==> config.mk <==
export PLATFORM = sky130hd
export DESIGN_NAME = bus_serializer
export DESIGN_NICKNAME = d
export VERILOG_FILES = /design/src/rtl/bus_serializer.sv
export SDC_FILE = /design/constraint.sdc
export NUM_CORES = 1
export LEC_CHECK = 0
export ABC_AREA = 1
export BUFFER_PORTS_ARGS = -buffer_cell sky130_fd_sc_hd__clkbuf_2
export CAP_MARGIN = 10
export CELL_PAD_IN_SITES_DETAIL_PLACEMENT = 1
export CELL_PAD_IN_SITES_GLOBAL_PLACEMENT = 1
export CORE_UTILIZATION = 25
export DETAILED_ROUTE_END_ITERATION = 12
export PLACE_DENSITY_LB_ADDON = 0.15
export SLEW_MARGIN = 20
export SYNTH_ARGS = -nofsm -noshare
export SYNTH_HDL_FRONTEND = slang
export SYNTH_SLANG_ARGS = --single-unit
export TNS_END_PERCENT = 30
==> constraint.sdc <==
create_clock -name clk -period 1.7 [get_ports clk]
set_input_delay 0 -clock clk [delete_from_list [all_inputs] [get_ports clk]]
set_output_delay 0 -clock clk [all_outputs]
set_load 0.02 [all_outputs]
==> src/rtl/bus_serializer.sv <==
// Single-wire frame transmitter: start bit, WIDTH data bits LSB first, even parity, stop bit.
// Each symbol is held for BIT_CYCLES clocks; one word is accepted per frame through valid/ready.
module bus_serializer #(
    parameter int WIDTH      = 41,
    parameter int BIT_CYCLES = 4
) (
    input  logic             clk,
    input  logic             reset,
    input  logic             in_valid,
    input  logic [WIDTH-1:0] in_data,
    output logic             in_ready,
    output logic             ser_out,
    output logic             busy,
    output logic             done
);

    localparam int CW = (BIT_CYCLES > 1) ? $clog2(BIT_CYCLES) : 1;
    localparam int BW = (WIDTH > 1) ? $clog2(WIDTH) : 1;
    localparam logic [CW-1:0] CNT_LAST = CW'(BIT_CYCLES - 1);
    localparam logic [BW-1:0] BIT_LAST = BW'(WIDTH - 1);

    typedef enum logic [2:0] {IDLE, START, DATA, PARITY, STOP} state_t;

    state_t           state, state_nxt;
    logic [CW-1:0]    cnt, cnt_nxt;
    logic [BW-1:0]    bitcnt, bitcnt_nxt;
    logic [WIDTH-1:0] sr, sr_nxt;
    logic             par, par_nxt;
    logic             ser_nxt, done_nxt;
    logic             tick, accept;

    assign tick   = (cnt == CNT_LAST);
    assign accept = in_valid && in_ready;

    always_ff @(posedge clk) begin
        if (reset) begin
            state   <= IDLE;
            cnt     <= '0;
            bitcnt  <= '0;
            sr      <= '0;
            par     <= 1'b0;
            ser_out <= 1'b1;
            done    <= 1'b0;
        end else begin
            state   <= state_nxt;
            cnt     <= cnt_nxt;
            bitcnt  <= bitcnt_nxt;
            sr      <= sr_nxt;
            par     <= par_nxt;
            ser_out <= ser_nxt;
            done    <= done_nxt;
        end
    end

    always_comb begin
        state_nxt = state;
        case (state)
            IDLE:    if (accept) state_nxt = START;
            START:   if (tick) state_nxt = DATA;
            DATA:    if (tick && bitcnt == BIT_LAST) state_nxt = PARITY;
            PARITY:  if (tick) state_nxt = STOP;
            STOP:    if (tick) state_nxt = IDLE;
            default: state_nxt = IDLE;
        endcase
    end

    // ser_out is registered, so each symbol's value is loaded on the edge that enters it.
    always_comb begin
        in_ready   = (state == IDLE) && !reset;
        busy       = (state != IDLE);
        cnt_nxt    = '0;
        bitcnt_nxt = bitcnt;
        sr_nxt     = sr;
        par_nxt    = par;
        ser_nxt    = ser_out;
        done_nxt   = 1'b0;
        if (state != IDLE)
            cnt_nxt = tick ? '0 : cnt + CW'(1);
        case (state)
            IDLE: begin
                ser_nxt = 1'b1;
                if (accept) begin
                    sr_nxt     = in_data;
                    par_nxt    = ^in_data;
                    bitcnt_nxt = '0;
                    ser_nxt    = 1'b0;
                end
            end
            START: if (tick) ser_nxt = sr[0];
            DATA: begin
                if (tick) begin
                    sr_nxt = sr >> 1;
                    if (bitcnt == BIT_LAST) begin
                        ser_nxt    = par;
                        bitcnt_nxt = '0;
                    end else begin
                        ser_nxt    = sr_nxt[0];
                        bitcnt_nxt = bitcnt + BW'(1);
                    end
                end
            end
            PARITY: if (tick) ser_nxt = 1'b1;
            STOP: begin
                if (tick) begin
                    ser_nxt  = 1'b1;
                    done_nxt = 1'b1;
                end
            end
            default: ser_nxt = 1'b1;
        endcase
    end

endmodule

# Word level (Yosys, flattened, before mapping)
# Cells that the tools add are included.
dict set report totals {
  input_bits 44
  out_inout_bits 4
  word_cells 59
  regBits 55
}
dict set report op_classes {
  n_reduce_logical 15
  bitwise_logic 2
  n_mux 20
  addsub 2
  n_eq_ne 13
}
# cell count
set op_table {}
lappend op_table {{41-bit 2-to-1 mux} 2}
lappend op_table {{41-bit case mux with 2 select lines} 1}
lappend op_table {{41-bit parity} 1}
lappend op_table {{6-bit 2-to-1 mux} 3}
lappend op_table {{3-bit 2-to-1 mux} 5}
lappend op_table {{3-bit case mux with 5 select lines} 1}
lappend op_table {{2-bit != test, second input constant} 6}
lappend op_table {{6-bit case mux with 2 select lines} 1}
lappend op_table {{6-bit by 1-bit adder with 6-bit output, second input constant} 1}
lappend op_table {{3-bit by 2-bit equality test with 1-bit output, second input constant} 2}
lappend op_table {{6-bit equality test, second input constant} 1}
lappend op_table {{1-bit 2-to-1 mux} 6}
lappend op_table {{3-bit AND reduction} 2}
lappend op_table {{5-bit AND reduction} 1}
lappend op_table {{1-bit case mux with 4 select lines} 1}
lappend op_table {{2-bit OR reduction} 2}
lappend op_table {{3-bit by 1-bit equality test with 1-bit output, second input constant} 1}
lappend op_table {{3-bit equality test, second input constant} 1}
lappend op_table {{1-bit logical AND} 3}
lappend op_table {{3-bit zero test} 1}
lappend op_table {{3-bit nonzero test} 1}
lappend op_table {{3-bit OR reduction} 1}
lappend op_table {{2-bit by 1-bit adder with 2-bit output, second input constant} 1}
lappend op_table {{2-bit equality test, second input constant} 1}
lappend op_table {{5 further kinds} 6}

# Longest topological paths before layout
# Gate-level depths: netlist of run 1.
dict set report depth {
  word_depth 5
  depth_mapped 16
  ltp_nobuf 16
}

# Least setup slack after synthesis of run 1
# Ideal clock, no wire load.
dict set report synth_path {
  kind {flip-flop to flip-flop}
  start {register state[2]}
  end {register bitcnt[3]}
  arrival_time_ns 1.539
  slack_ns 0.046
  setup_ns 0.115
  stages_incl_launch_ff 13
  synth_period_minus_slack_ns 1.654
  required_time_ns 1.585
  cell_sequence {dfxtp_1 -> inv_2 -> nand2_4 -> nor2_4 -> inv_2 -> nor2_4 -> nand2_2 -> nand2_2 -> nand2_2 -> buf_6 -> o21ai_2 -> a21oi_1 -> o21a_1}
}
dict set report synth_between {
  elab_chain_cells 5
  word_cells_on_any_way 9
  cone_classes {eq/ne (3); mux (1); reduce/logical (5)}
}
# element line
set synth_rtl {}
lappend synth_rtl {{start: declaration} 24} ;# state_t state, state_nxt;
lappend synth_rtl {{start signal: assignment} 45} ;# state <= state_nxt;
lappend synth_rtl {{3-bit zero test} 69} ;# in_ready = (state == IDLE) && !reset;
lappend synth_rtl {{1-bit logical AND} 69}
lappend synth_rtl {{named net in_ready} 11} ;# output logic in_ready,
lappend synth_rtl {{1-bit logical AND} 33} ;# assign accept = in_valid && in_ready;
lappend synth_rtl {{2-bit != test (no line)} n/a}
lappend synth_rtl {{3-bit AND reduction (no line)} n/a}
lappend synth_rtl {{end signal: assignment} 47} ;# bitcnt <= bitcnt_nxt;
lappend synth_rtl {{end: declaration} 26} ;# logic [BW-1:0] bitcnt, bitcnt_nxt;
# The timed path passes the listed nets, and every way through them passes these cells.
# A chain may end at the register's enable or synchronous reset.

# Worst setup path after layout of run 1
dict set report layout_path {
  start {register bitcnt[0]}
  end {register state[2]}
}
dict set report layout_between {
  elab_chain_cells 4
}
# element line
set layout_rtl {}
lappend layout_rtl {{6-bit equality test} 60} ;# DATA: if (tick && bitcnt == BIT_LAST) state_nxt = PARITY;
lappend layout_rtl {{1-bit logical AND} 60}
lappend layout_rtl {{2-bit != test (no line)} n/a}
lappend layout_rtl {{5-bit AND reduction (no line)} n/a}
# No other way between the ends.

==> key figures, run 1 <==
Run status
  • Outcome: complete, no violations

Floorplan
  • Core area: about 12000 um2
  • Die Y: approximately 110 um
  • Ports: 48
  • Die W: roughly 110 um
  • Starting Density: between 20 and 30%
  • Die ar.: roughly 13000 um2
  • FP Rows: 40

Setup path
  • CP startpoint kind: register
  • R2r endpoint: state[2]
  • CP arrival: roughly 1.9 ns
  • Critical-path cell list: inv_2, ha_2, nand3_2, nor3_4, nor2_2, nand3b_1, buf_4, a21oi_1
  • Critical path's slowest cell: dfxtp_2
  • CP top delay family: simple AND/OR/NAND/NOR gates
  • R2R cell count: 8
  • Critical R2R Launch: bitcnt[0]
  • Setup Crit Path Kind: register to register
  • Max stage delay on crit path: 0.34 ns
  • Worst-path fanout max: 5
  • Worst Path Required: 1.93 ns
  • Worst Path Buf+Inv: 2
  • CP endpoint kind: register
  • R2R setup slack: ~0.072 ns

Hold path
  • HP Class: input port to register
  • Hold path depth: 3
  • Worst Hold End: sr[11]
  • Worst hold path startpoint: in_data[11]

STA
  • Final setup margin: around 0.072 ns
  • Fmax: around 610 MHz
  • Slew Limit Fails: 0
  • Hold Vio Cnt, Final: 0
  • Worst clock skew: 0.006233 ns
  • Relative slew slack: approximately 69%
  • Min Tclk post-route: about 1.6 ns
  • Period utilization: about 96%
  • RSZ-0062 raised after global routing: yes
  • Slew @ Worst Pin: roughly 0.46 ns
  • Final setup vio count: 0
  • Setup TNS: 0 ns

Clock network
  • Clock sink count: 55
  • H-tree depth: 2
  • CTS tree: yes
  • Clk buf depth: 2
  • Root Driver: clkbuf_16
  • Clock latency on the worst-skew pair: ~0.29 ns
  • Clock slew at reported path FFs: 0.07 ns
  • Total CTS buffers: 5

Global routing
  • First-pass GRT wire length: 15.05 mm
  • Largest net degree at the start of global routing: 42
  • Initial antenna violation count: 0
  • Vias in the first global route: 3230
  • Total GRT Usage: roughly 14%
  • GRT overflow: 0

Synthesis
  • Syn Nets: 512
  • Most common cell in the netlist: nand2_1
  • Post-Synth XOR/XNOR Area: approximately 7.4%
  • Top cell type by total area after synthesis: dfxtp_1
  • Ys async rst share: 0%
  • Post-synthesis mux area share: 0%
  • Largest family of logic cells by synthesized area: simple AND/OR/NAND/NOR gates
  • Synthesized instance count: 465
  • Synthesized cell area: 3094 um2
  • Seq/Total Area, Yosys: between 30 and 40%
  • Synth warn: 0
  • Area share of the largest cell type after synthesis: a little over a third
  • EDFF count, synth: 0
  • Post-Synth Adder-Cell Area: 1.213%
  • Synth Flop Type: dfxtp_1
  • Synth Register Bits: between 50 and 60
  • Yosys cell types: 32
  • Simple-Gate Fraction of Synth Area: between 20% and 30%
  • Mean post-synth cell area: 6.654 um2
  • Synth Area in Compound Gates: a little under a fifth
  • Most frequent cells after synthesis: nand2_1 (176), dfxtp_1 (55), a31oi_1 (40), inv_1 (35), o21ai_0 (35)
  • Leading post-synthesis cells by cell area: dfxtp_1 (36%), nand2_1 (21%), a31oi_1 (8.1%)

Placement
  • Hpwl dp: 6.181 mm
  • DP Worst Slack: -0.04268 ns
  • # port buffers: 47
  • Gpl congestion: 0.7585

Finish
  • Fin util: between 30% and 40%
  • Fin nets: 596
  • Filler instances: around 1500
  • Share of cells above drive strength 1: between 15 and 20%
  • Area growth from synthesis to layout: 36.68%
  • # diodes: 0

Pwr
  • Lkg Pwr: around 1.9 nW
  • Peak supply drop: 406.4 uV
  • Pwr dens: between 1000 and 1500 nW/um2

Job
  • Max-Cap Viols: 0

Detailed routing
  • Via count: 3274
  • Detailed-route vias per instance: ~4.6
  • DR pass1 iterations: 4
  • DRT iter0 DRCs: between 100 and 150
  • Routed Antenna Nets: 0
  • WL/cell: about 13 um
  • DR DRC count: 0
  • Drt total wl: slightly above 9 mm
[flip-flops by register name (all words and copies together) (netlist names)]
name	flops
state	3
par	1
sr	41
cnt	2
bitcnt	6
done	1
ser_out	1
[repair_timing]
action | in CTS | in global routing
pin swaps | 0 | 3
endpoints found under the setup margin | 3 | 41
cloned | 0 | 3
hold buffers | 34 | 0
setup buffers | 0 | 3
resized for setup | 1 | 22
endpoints found under the hold margin | 35 | 0
[placed cells by master, fill, tap and decap left out, types with 2 or more instances in the layout]
| master | count |
|---|---|
| nand2_1 | 174 |
| nor2_2 | 4 |
| clkbuf_16 | 8 |
| nor3_1 | 6 |
| xor2_1 | 10 |
| nand2_4 | 2 |
| nand2_2 | 4 |
| dlygate4sd3_1 | 34 |
| buf_4 | 9 |
| a21oi_1 | 8 |
| inv_2 | 6 |
| dfxtp_1 | 53 |
| buf_12 | 4 |
| xnor2_1 | 16 |
| o21ai_0 | 32 |
| dfxtp_2 | 2 |
| clkbuf_2 | 47 |
| inv_1 | 33 |
| nor2_4 | 3 |
| ha_1 | 2 |
| a31oi_1 | 40 |
| nand3b_1 | 2 |
| nor3_4 | 2 |
| nand3_1 | 10 |
| o21ai_1 | 12 |
| nor2_1 | 10 |
| a211oi_1 | 2 |
[metal layers]
layer	GRT usage, %	up-vias	part of all wire [%]
met1	18.51	1549	49
met2	25.36	34	49
li1	-	1684	-
met5	0	-	0
met3	2.410	7	1.8
met4	3.421	0	0.79
[area by class of cell]
type / instances / area [um2] / area share [%]
clock buffer: 6 / 128.9 / 3.047
clock inverter: 1 / 30.03 / 0.7101
inverter: 40 / 155.1 / 3.669
multi-input combinational: 349 / 1792 / 42.37
sequential: 55 / 1104 / 26.09
tap: 168 / 210.2 / 4.970
timing repair buffer: 98 / 809.5 / 19.14
[worst reg2reg max path, stage by stage, from the launching register on]
cell,delay (ns)
dfxtp_2,0.34
inv_2,0.07
ha_2,0.18
nand3_2,0.10
nor3_4,0.23
nor2_2,0.07
nand3b_1,0.27
buf_4,0.20
a21oi_1,0.12
[power by group]
group | total, mW | internal (mW) | switching [mW]
Clock | 1.17 | 0.690 | 0.481
Combinational | 2.76 | 1.17 | 1.59
Sequential | 1.86 | 1.67 | 0.188
Total | 5.79 | 3.53 | 2.26
[stage by stage]
step / std cells / cell area [um2] / power (mW) / hold WS (ns)
3_5_place_dp: 670 / 3573 / 4.179 / 0.2805
5_1_grt: 717 / 4229 / 6.251 / 0.01426
4_1_cts: 711 / 4078 / 5.437 / 0.0009524
2_1_floorplan: 465 / 3094 / 3.454 / 0.03627
6_report: 717 / 4229 / 5.789 / 0.0001006
3_3_place_gp: 670 / 3573 / 4.103 / 0.2735
[cells by family (layout without fill, tap and decap cells)]
logic type,Yosys count,count (layout)
AOI/OAI and AO/OA,99,99
xor gates and xnor gates,26,26
buffers and inverters,61,145
DFF,55,55
and+or+nand+nor,221,221
adders and majority gates,3,3
[how the worst max path moves through the flow]
| stage | start | endpoint | slack [ns] | cells past startpoint |
|---|---|---|---|---|
| floorplan | state[2] | bitcnt[3] | 0.05 | 12 |
| global placement | bitcnt[0] | state[2] | 0.03 | 8 |
| detailed placement | bitcnt[0] | state[2] | -0.04 | 8 |
| CTS | state[1] | state[1] | 0.06 | 8 |
| global route | bitcnt[0] | state[2] | -0.05 | 8 |
| finish | bitcnt[0] | state[2] | 0.07 | 8 |
No activity file was read; power rests on OpenSTA's default activity.
==> run 2: changes to the inputs <==
--- a/config.mk
+++ b/config.mk
@@ -10,7 +10,9 @@
 export CAP_MARGIN = 10
 export CELL_PAD_IN_SITES_DETAIL_PLACEMENT = 1
 export CELL_PAD_IN_SITES_GLOBAL_PLACEMENT = 1
+export CORE_ASPECT_RATIO = 0.8
 export CORE_UTILIZATION = 25
+export CTS_BUF_LIST = sky130_fd_sc_hd__clkbuf_8
 export DETAILED_ROUTE_END_ITERATION = 12
 export PLACE_DENSITY_LB_ADDON = 0.15
 export SLEW_MARGIN = 20
==> key figures, run 2 (synthesis gave the netlist of run 1 again) <==
Finish
  • Most frequent cells in the layout: nand2_1 (176), dfxtp_1 (54), clkbuf_2 (47), dlygate4sd3_1 (42), a31oi_1 (40)
  • Largest register FFs: 41 (unchanged)
  • Reg with most FFs: sr
  • Largest regs: sr: 41 flops, bitcnt: 6 flops, state: 3 flops
  • Share of cells above drive strength 1: 16.49% (-1.4 points)
  • Most common cell after layout, fill and taps aside: nand2_1
  • # diodes: 0 (unchanged)
  • Final Non-Filler Cells: 706 (-1.5%)
  • Fin nets: 604 (+1.3%)
  • Area growth from synthesis to layout: 37.48%
  • Design Area, Final: 4254 um2 (+0.59%)

Placement
  • DP Area: 3521 um2 (-1.5%)
  • Gpl congestion: 0.7786 (+2.6%)
  • # port buffers: 47 (unchanged)
  • # placed instances: 648 (-3.3%)
  • Hpwl dp: 6.162 mm (-0.29%)

STA
  • Slew @ Worst Pin: 0.3338 ns (-0.1264 ns)
  • Fmax: 618.0 MHz (+0.60%)
  • Min Tclk post-route: 1.618 ns (-0.009752 ns)
  • Slew Limit Fails: 0 (unchanged)
  • RSZ-0062 raised after global routing: yes
  • Hold Vio Cnt, Final: 0 (unchanged)
  • Worst clock skew: 0.01128 ns (+0.005052 ns)
  • Relative slew slack: 77.59% (+8.3 points)
  • Final setup vio count: 0 (unchanged)
  • Period utilization: 95.19% (-0.57 points)

Job
  • Max-Cap Viols: 0 (unchanged)

Clock network
  • Total CTS buffers: 5 (unchanged)
  • Clock latency on the worst-skew pair: 0.32 ns (+0.03 ns)
  • Clock sink count: 55 (unchanged)
  • H-tree depth: 2 (unchanged)
  • Clock slew at reported path FFs: 0.10 ns (+0.03 ns)
  • Root Driver: clkbuf_8
  • Clk buf depth: 2 (unchanged)
  • CTS tree: yes

Floorplan
  • Starting Density: 26.27% (+0.61 points)
  • FP Rows: 35 (-13%)
  • Die Y: 101.5 um (-10%)
  • Die W: 126.4 um (+12%)
  • Die ar.: 12830 um2 (about the same)
  • Ports: 48 (unchanged)
  • Core area: 11780 um2 (-2.3%)

Global routing
  • Total GRT Usage: 14.73% (+0.24 points)
  • First-pass GRT wire length: 15.13 mm (+0.55%)
  • Vias in the first global route: 3288 (+1.8%)
  • Largest net degree at the start of global routing: 49 (+17%)
  • GRT overflow: 0 (unchanged)
  • Initial antenna violation count: 0 (unchanged)

Setup path
  • Worst-path fanout max: 16 (+11)
  • CP arrival: 1.82 ns (-0.04 ns)
  • Worst Path Required: 1.90 ns (-0.03 ns)
  • Setup Crit Path Kind: register to register
  • CP startpoint kind: register
  • CP endpoint kind: register

Detailed routing
  • DR DRC count: 0 (unchanged)
  • Routed Antenna Nets: 0 (unchanged)
  • Drt total wl: 9.538 mm (+4.1%)
  • Via count: 3292 (+0.55%)
  • Detailed-route vias per instance: 4.663 (+2.1%)
  • DRT iter0 DRCs: 159 (+50%)
  • DR pass1 iterations: 5 (+1)
  • WL/cell: 13.51 um (+5.7%)

Pwr
  • Peak supply drop: 397.4 uV (-2.2%)
  • Lkg Pwr: 1.938 nW (+1.4%)
  • Pwr dens: 1339 nW/um2 (-2.2%)
  • Power Total: 5.697 mW (-1.6%)

Run status
  • Outcome: complete, no violations

Hold path
  • HP Class: input port to register
## run 2: cell count changes in the layout (fill, tap and decap cells not counted), moves of 3 or more
cell           change
clkbuf_16          -4
clkbuf_8           +6
dlygate4sd3_1      +8
nand2_2            -4
nor2_1             +3
nor2_2             -3
nor3_2             +3
## run 2: critical path, cell delays in order (launching register included)
cell and delay (ns):
dfxtp_1 0.32, inv_2 0.10, nand2_4 0.08, nor2_4 0.12
inv_2 0.06, nor2_4 0.10, nand2_4 0.07, nand2_4 0.08
nand2_4 0.08, clkinv_8 0.10, buf_4 0.13, clkbuf_16 0.16
a31oi_1 0.09
## run 2: final timing paths
check        slack, ns  depth (start not counted)  endpoint      from
max reg2reg       0.08                         12     sr[2]  state[0]
min               0.04                          4       par  in_valid
max               0.08                         12     sr[2]  state[0]
min reg2reg       0.43                          1    cnt[0]    cnt[0]
## run 2: timing repair
item	CTS	global route
hold buffers	42	0
gates resized for setup	2	13
endpoints found under the hold margin	43	0
pin swaps	0	1
endpoints found under the setup margin	5	48
buffers inserted	0	4
cloned	0	4
## run 2: layout make-up
| type | count | area (um2) |
|---|---|---|
| fill | 1484 | 7526 |
| multi-input combinational | 349 | 1779 |
| sequential | 55 | 1102 |
| timing repair buffer | 106 | 907.1 |
| tap | 148 | 185.2 |
| inverter | 40 | 162.7 |
| clock buffer | 6 | 82.58 |
| clock inverter | 2 | 35.03 |
## run 2: power breakdown
part / total (mW) / internal [mW] / switching (mW)
clock: 0.927 / 0.478 / 0.450
sequential: 1.87 / 1.67 / 0.196
combinational: 2.90 / 1.25 / 1.65
total: 5.70 / 3.40 / 2.30
## run 2: metrics by stage
| stage | worst slack [ns] | utilization [%] | hold WS, ns | setup TNS [ns] |
|---|---|---|---|---|
| after CTS | 0.003022 | 34.52 | 0.01091 | 0 |
| after floorplan | 0.04635 | - | 0.03627 | 0 |
| after detailed placement | -0.0003272 | 29.89 | 0.2902 | -0.0003272 |
| after global placement | 0.01912 | 29.89 | 0.2851 | 0 |
| final | 0.08177 | 36.11 | 0.04379 | 0 |
| after global routing | -0.06527 | 36.11 | 0.05999 | -0.5229 |
## run 2: layer usage
layer / part of all wire, % / wire length, um / track usage, % / vias up
li1: - / - / - / 1696
met1: 52 / 4959 / 19.03 / 1549
met2: 45 / 4290 / 25.37 / 40
met3: 1.9 / 185 / 2.694 / 7
met4: 1.1 / 102 / 3.892 / 0
met5: 0 / 0 / 0 / -
